==> src/rtl/load_store_unit.sv <==
// load_store_unit: sub-word load/store sequencer in front of Data_Memory.
// One access in flight at a time. Sub-word stores are done as a read-modify-write
// of the containing 32-bit word. Loads are lane-extracted and then sign- or zero-extended.
module load_store_unit #(
    parameter int unsigned BASE_ADDR = 1024,
    parameter int unsigned MEM_WORDS = 256
) (
    input  logic        clk,
    input  logic        reset,
    input  logic        req_valid,
    output logic        req_ready,
    input  logic        req_write,
    input  logic [1:0]  req_size,
    input  logic        req_unsigned,
    input  logic [31:0] req_addr,
    input  logic [31:0] req_wdata,
    output logic        resp_valid,
    output logic [31:0] resp_rdata,
    output logic        resp_err,
    output logic        mem_read,
    output logic        mem_write,
    output logic [31:0] mem_addr,
    output logic [31:0] mem_wdata,
    input  logic [31:0] mem_rdata
);

    typedef enum logic [1:0] {IDLE, READ, WRITE, RESP} state_t;

    // The range bounds are compared at 33 bits so that the top of the range cannot wrap.
    localparam logic [32:0] LO = 33'(BASE_ADDR);
    localparam logic [32:0] HI = 33'(BASE_ADDR) + 33'(4 * MEM_WORDS);

    state_t      state, state_nx;
    logic        w_q, uns_q, err_q;
    logic [1:0]  size_q;
    logic [31:0] addr_q, wdata_q, rd_q;

    logic        accept, err_in;
    logic [7:0]  byte_v;
    logic [15:0] half_v;
    logic [31:0] load_data, merged;

    assign req_ready = (state == IDLE) && reset;
    assign accept    = req_valid && req_ready;

    // Decide at acceptance time whether the request is illegal.
    always_comb begin
        err_in = 1'b0;
        if (req_size == 2'b11)                         err_in = 1'b1;
        if (req_size == 2'b01 && req_addr[0])          err_in = 1'b1;
        if (req_size == 2'b10 && req_addr[1:0] != 2'b00) err_in = 1'b1;
        if ({1'b0, req_addr} < LO || {1'b0, req_addr} >= HI) err_in = 1'b1;
    end

    // Extract the load lane and build the store word from the registered read data.
    always_comb begin
        byte_v = rd_q[8*addr_q[1:0] +: 8];
        half_v = addr_q[1] ? rd_q[31:16] : rd_q[15:0];
        case (size_q)
            2'b00:   load_data = {{24{byte_v[7] & ~uns_q}}, byte_v};
            2'b01:   load_data = {{16{half_v[15] & ~uns_q}}, half_v};
            default: load_data = rd_q;
        endcase
        merged = rd_q;
        case (size_q)
            2'b00:   merged[8*addr_q[1:0] +: 8] = wdata_q[7:0];
            2'b01:   merged[16*addr_q[1] +: 16] = wdata_q[15:0];
            default: merged = wdata_q;
        endcase
    end

    // State register, the request latch, and capture of the memory read word.
    always_ff @(posedge clk) begin
        if (!reset) begin
            state   <= IDLE;
            w_q     <= 1'b0;
            uns_q   <= 1'b0;
            err_q   <= 1'b0;
            size_q  <= 2'b00;
            addr_q  <= '0;
            wdata_q <= '0;
            rd_q    <= '0;
        end else begin
            state <= state_nx;
            if (accept) begin
                w_q     <= req_write;
                size_q  <= req_size;
                uns_q   <= req_unsigned;
                addr_q  <= req_addr;
                wdata_q <= req_wdata;
                err_q   <= err_in;
            end
            if (state == READ) rd_q <= mem_rdata;
        end
    end

    // Next-state logic. Every output is forced low while reset is asserted.
    always_comb begin
        state_nx   = state;
        mem_read   = 1'b0;
        mem_write  = 1'b0;
        mem_addr   = '0;
        mem_wdata  = '0;
        resp_valid = 1'b0;
        resp_rdata = '0;
        resp_err   = 1'b0;
        case (state)
            IDLE: begin
                if (accept) begin
                    if (err_in)                              state_nx = RESP;
                    else if (req_write && req_size == 2'b10) state_nx = WRITE;
                    else                                     state_nx = READ;
                end
            end
            READ: begin
                mem_read = reset;
                mem_addr = reset ? {addr_q[31:2], 2'b00} : '0;
                state_nx = w_q ? WRITE : RESP;
            end
            WRITE: begin
                mem_write = reset;
                mem_addr  = reset ? {addr_q[31:2], 2'b00} : '0;
                mem_wdata = reset ? merged : '0;
                state_nx  = RESP;
            end
            default: begin
                resp_valid = reset;
                resp_err   = reset && err_q;
                resp_rdata = (reset && !err_q && !w_q) ? load_data : '0;
                state_nx   = IDLE;
            end
        endcase
    end

endmodule
==> config.mk <==
export PLATFORM = sky130hd
export DESIGN_NAME = load_store_unit
export DESIGN_NICKNAME = d
export VERILOG_FILES = /design/src/rtl/load_store_unit.sv
export SDC_FILE = /design/constraint.sdc
export NUM_CORES = 1
export LEC_CHECK = 0
export BUFFER_PORTS_ARGS = -buffer_cell sky130_fd_sc_hd__buf_2
export CORE_MARGIN = 5
export CORE_UTILIZATION = 55
export CTS_CLUSTER_SIZE = 20
export DETAILED_ROUTE_END_ITERATION = 10
export PLACE_DENSITY_LB_ADDON = 0.1
export SLEW_MARGIN = 20
export SYNTH_ARGS = -nofsm -noshare
export SYNTH_HDL_FRONTEND = slang
export SYNTH_SLANG_ARGS = --single-unit
export TNS_END_PERCENT = 20
==> constraint.sdc <==
create_clock -name clk -period 3.9 [get_ports clk]
set_input_delay 0.78 -clock clk [delete_from_list [all_inputs] [get_ports clk]]
set_output_delay 0.78 -clock clk [all_outputs]
set_load 0.05 [all_outputs]
==> run_results.csv <==
group,metric,value,unit
drt,drc_errors,0,
synthesis,ys_seq_area_share,33.5,%
global_route,grt_remaining_overflow,0,
die,die_y,116,um
sta,finClkSkew,0.0129,ns
min_path,hold_start,"wdata_q[30]",
cells_and_area,ff_latch_area,2060,um2
setup_path,crit_type,"flip-flop to output pin",
synthesis,ys_ff_latch,103,
global_route,track_usage,28.4,%
synthesis,ys.flop_type,"dfxtp_1",
setup_path,cp-start-kind,"flip-flop",
placed_design,post-place-ws,0.651,ns
synthesis,synth_cell_type_count,50,
drt,dr.pass1.iters,6,
cells_and_area,multi_input_area,3720,um2
die,die_w,116,um
cells_and_area,utilization,67.1,%
setup_path,worstPathArrival,2.83,ns
synthesis,synth_cells,775,
drt,drt-total-wl,19200,um
setup_path,end_kind,"output pin",
die,core,10900,um2
sta,max_freq,0.277,GHz
sta,finalWorstSetupSlack,0.286,ns
outcome,status,"complete, no violations",
placed_design,gp_congestion,0.984,
clock_network,cts.sinks,103,
cells_and_area,layout.nets,1039,
cells_and_area,antennaDiodeCount,0,
sta,worst_pin_slew,0.890,ns
clock_network,cts_buffers,9,
synthesis,synth-edff-count,0,
synthesis,ys_top_cells_by_count,"nand2_1 (166), dfxtp_1 (103), o21ai_0 (62)",
cells_and_area,n_fill_cell,970,
job,max_cap_viol_count,0,
cells_and_area,drive_above_1_share,28.2,%
global_route,antenna_found_initial,0,
pwr,p_leak,0.00308,uW
cells_and_area,area_delta_synth_final,18.7,%
min_path,hold_class,"flip-flop to flip-flop",
clock_network,clk_pin_slew,0.11,ns
synthesis,synth_area,6160,um2
sta,setup_tns,0,ns
synthesis,async_flop_share,0,%
setup_path,critPathTopFamily,"compound AO/OA/AOI/OAI gates",
drt,vias,6249,
setup_path,reg2reg_to,"state[0]",
synthesis,synth_top_area_share,33.5,%
sta,slew_headroom,40.5,%
pwr,p_total,3600,uW
setup_path,slowest_delay,0.45,ns
synthesis,yosysTopAreaCell,"dfxtp_1",
die,io_pins,204,
setup_path,reg2reg_from,"state[0]",
clock_network,clock_latency,0.40,ns
global_route,grt_pass1_wl,30200,um
setup_path,crit_buf_inv,2,
cells_and_area,instances_no_fill,1072,
sta,fin_crit,3.61,ns
sta,period_share,92.7,%
sta,finalMaxSlewViolations,0,
drt,drt_iter0_markers,661,
setup_path,path_cells,"clkinv_1 -> ha_1 -> and4bb_1 -> a221oi_1 -> a211o_1 -> a21oi_1 -> buf_2",
clock_network,cts_tree,"yes",
sta,setup_violations,0,
synthesis,syn_avg_cell_area,7.94,um2
setup_path,r2r_cells,6,
setup_path,cp_slowest_cell,"and4bb_1",
clock_network,cts-htree-levels,3,
setup_path,cp_max_fo,12,
min_path,hold_depth,2,
placed_design,numPortBuffers,201,
clock_network,clk_path_buf_depth,2,
sta,rsz0062_at_grt,"no",
clock_network,cts_setup_buffers,0,
pwr,irDropWorstVdd,0.426,mV
placed_design,dp.cells,1056,
drt,avgRoutedWirePerCell,17.9,um
pwr,p_per_area,493,nW/um2
drt,ant_nets,0,
synthesis,ys_top_cells_by_area,"dfxtp_1 (33%), nand2_1 (10%), mux2i_1 (8.0%)",
die,std_cell_rows,38,
synthesis,synth_most_common_cell,"nand2_1",
global_route,grt_max_degree,98,
synthesis,ys_warn_count,0,
clock_network,cts_resized,0,
drt,viasPerCell,5.83,
min_path,hold_end,"wdata_q[30]",
setup_path,worst-endpoint-required,3.12,ns
clock_network,cts_hold_buf,0,
die,start_util,56.5,%
sta,hold_viol_final,0,
global_route,grt_pass1_vias,5941,
placed_design,post-dp-hpwl,13900,um
clock_network,root_buffer,"clkbuf_8",
setup_path,r2r_slack,1.88,ns
die,die_area,13400,um2
==> worst min-delay path: cells and delay by family, from the launching register on <==
kind	cells	cell delay [ns]
DFF	1	0.32
AOI/OAI and AO/OA	1	0.05
and+or+nand+nor	1	0.05
==> layout by cell type, fill, tap and decap left out, types with 10 or more instances in the layout <==
master    netlist  layout
a211o_1        16      16
a21oi_1        24      24
a221oi_1       16      16
a22o_1         10      10
a22oi_1        10      10
and3_1         32      31
buf_2          25     200
dfxtp_1       103     101
inv_1          11      11
mux2i_1        49      49
nand2_1       166     166
nor2_1         45      45
nor2b_1        36      36
nor3_1         22      22
nor3_2         11      11
o21ai_0        62      62
o21ai_1        16      16
==> registers in the layout, indices dropped and copies added, names as in the netlist <==
| register | cells |
|---|---|
| addr_q | 32 |
| err_q | 1 |
| rd_q | 32 |
| size_q | 2 |
| state | 2 |
| uns_q | 1 |
| w_q | 1 |
| wdata_q | 32 |
==> layout make-up <==
| type | count | area share, % |
|---|---|---|
| sequential | 103 | 28.3 |
| clock buffer | 9 | 1.70 |
| clock inverter | 7 | 0.942 |
| inverter | 13 | 0.668 |
| tap | 140 | 2.40 |
| timing repair buffer | 211 | 15.2 |
| multi-input combinational | 589 | 50.9 |
==> power by group <==
group / switching [uW] / internal, uW
combinational: 914 / 538
clock: 419 / 247
sequential: 249 / 1240
total: 1580 / 2020
==> worst max-delay path by stage <==
stage                    from            end  cells past startpoint  slack (ns)
finish              addr_q[1]  mem_wdata[29]                      7        0.29
global route        addr_q[1]  mem_wdata[30]                      7        0.16
CTS                 addr_q[1]  mem_wdata[25]                      7        0.31
detailed placement      reset  mem_wdata[15]                      5        0.65
global placement        reset   mem_wdata[7]                      5        0.72
floorplan           addr_q[1]  mem_wdata[31]                      8        0.50
==> metrics by stage <==
| stage | hold WS, ns | instance area [um2] |
|---|---|---|
| floorplan | 0.428 | 6160 |
| global placement | 0.437 | 7110 |
| detailed placement | 0.443 | 7110 |
| CTS | 0.460 | 7310 |
| global route | 0.485 | 7310 |
| finish | 0.459 | 7310 |
==> layer usage <==
| metal | share of wire, % | global-route usage (%) |
|---|---|---|
| met5 | 0 | 0 |
| met4 | 3.0 | 11.9 |
| met3 | 9.0 | 7.15 |
| met2 | 47 | 46.2 |
| met1 | 41 | 36.1 |
==> kinds of logic after synthesis <==
family                     Yosys count  synth area share (%)
and+or+nand+nor                    336                  26.2
AOI/OAI and AO/OA                  182                  20.3
DFF                                103                  33.5
buffers and inverters               84                  6.30
muxes                               60                  11.8
adders and majority gates            9                  1.83
other                                1                0.0609
No activity file was read; power rests on OpenSTA's default activity.
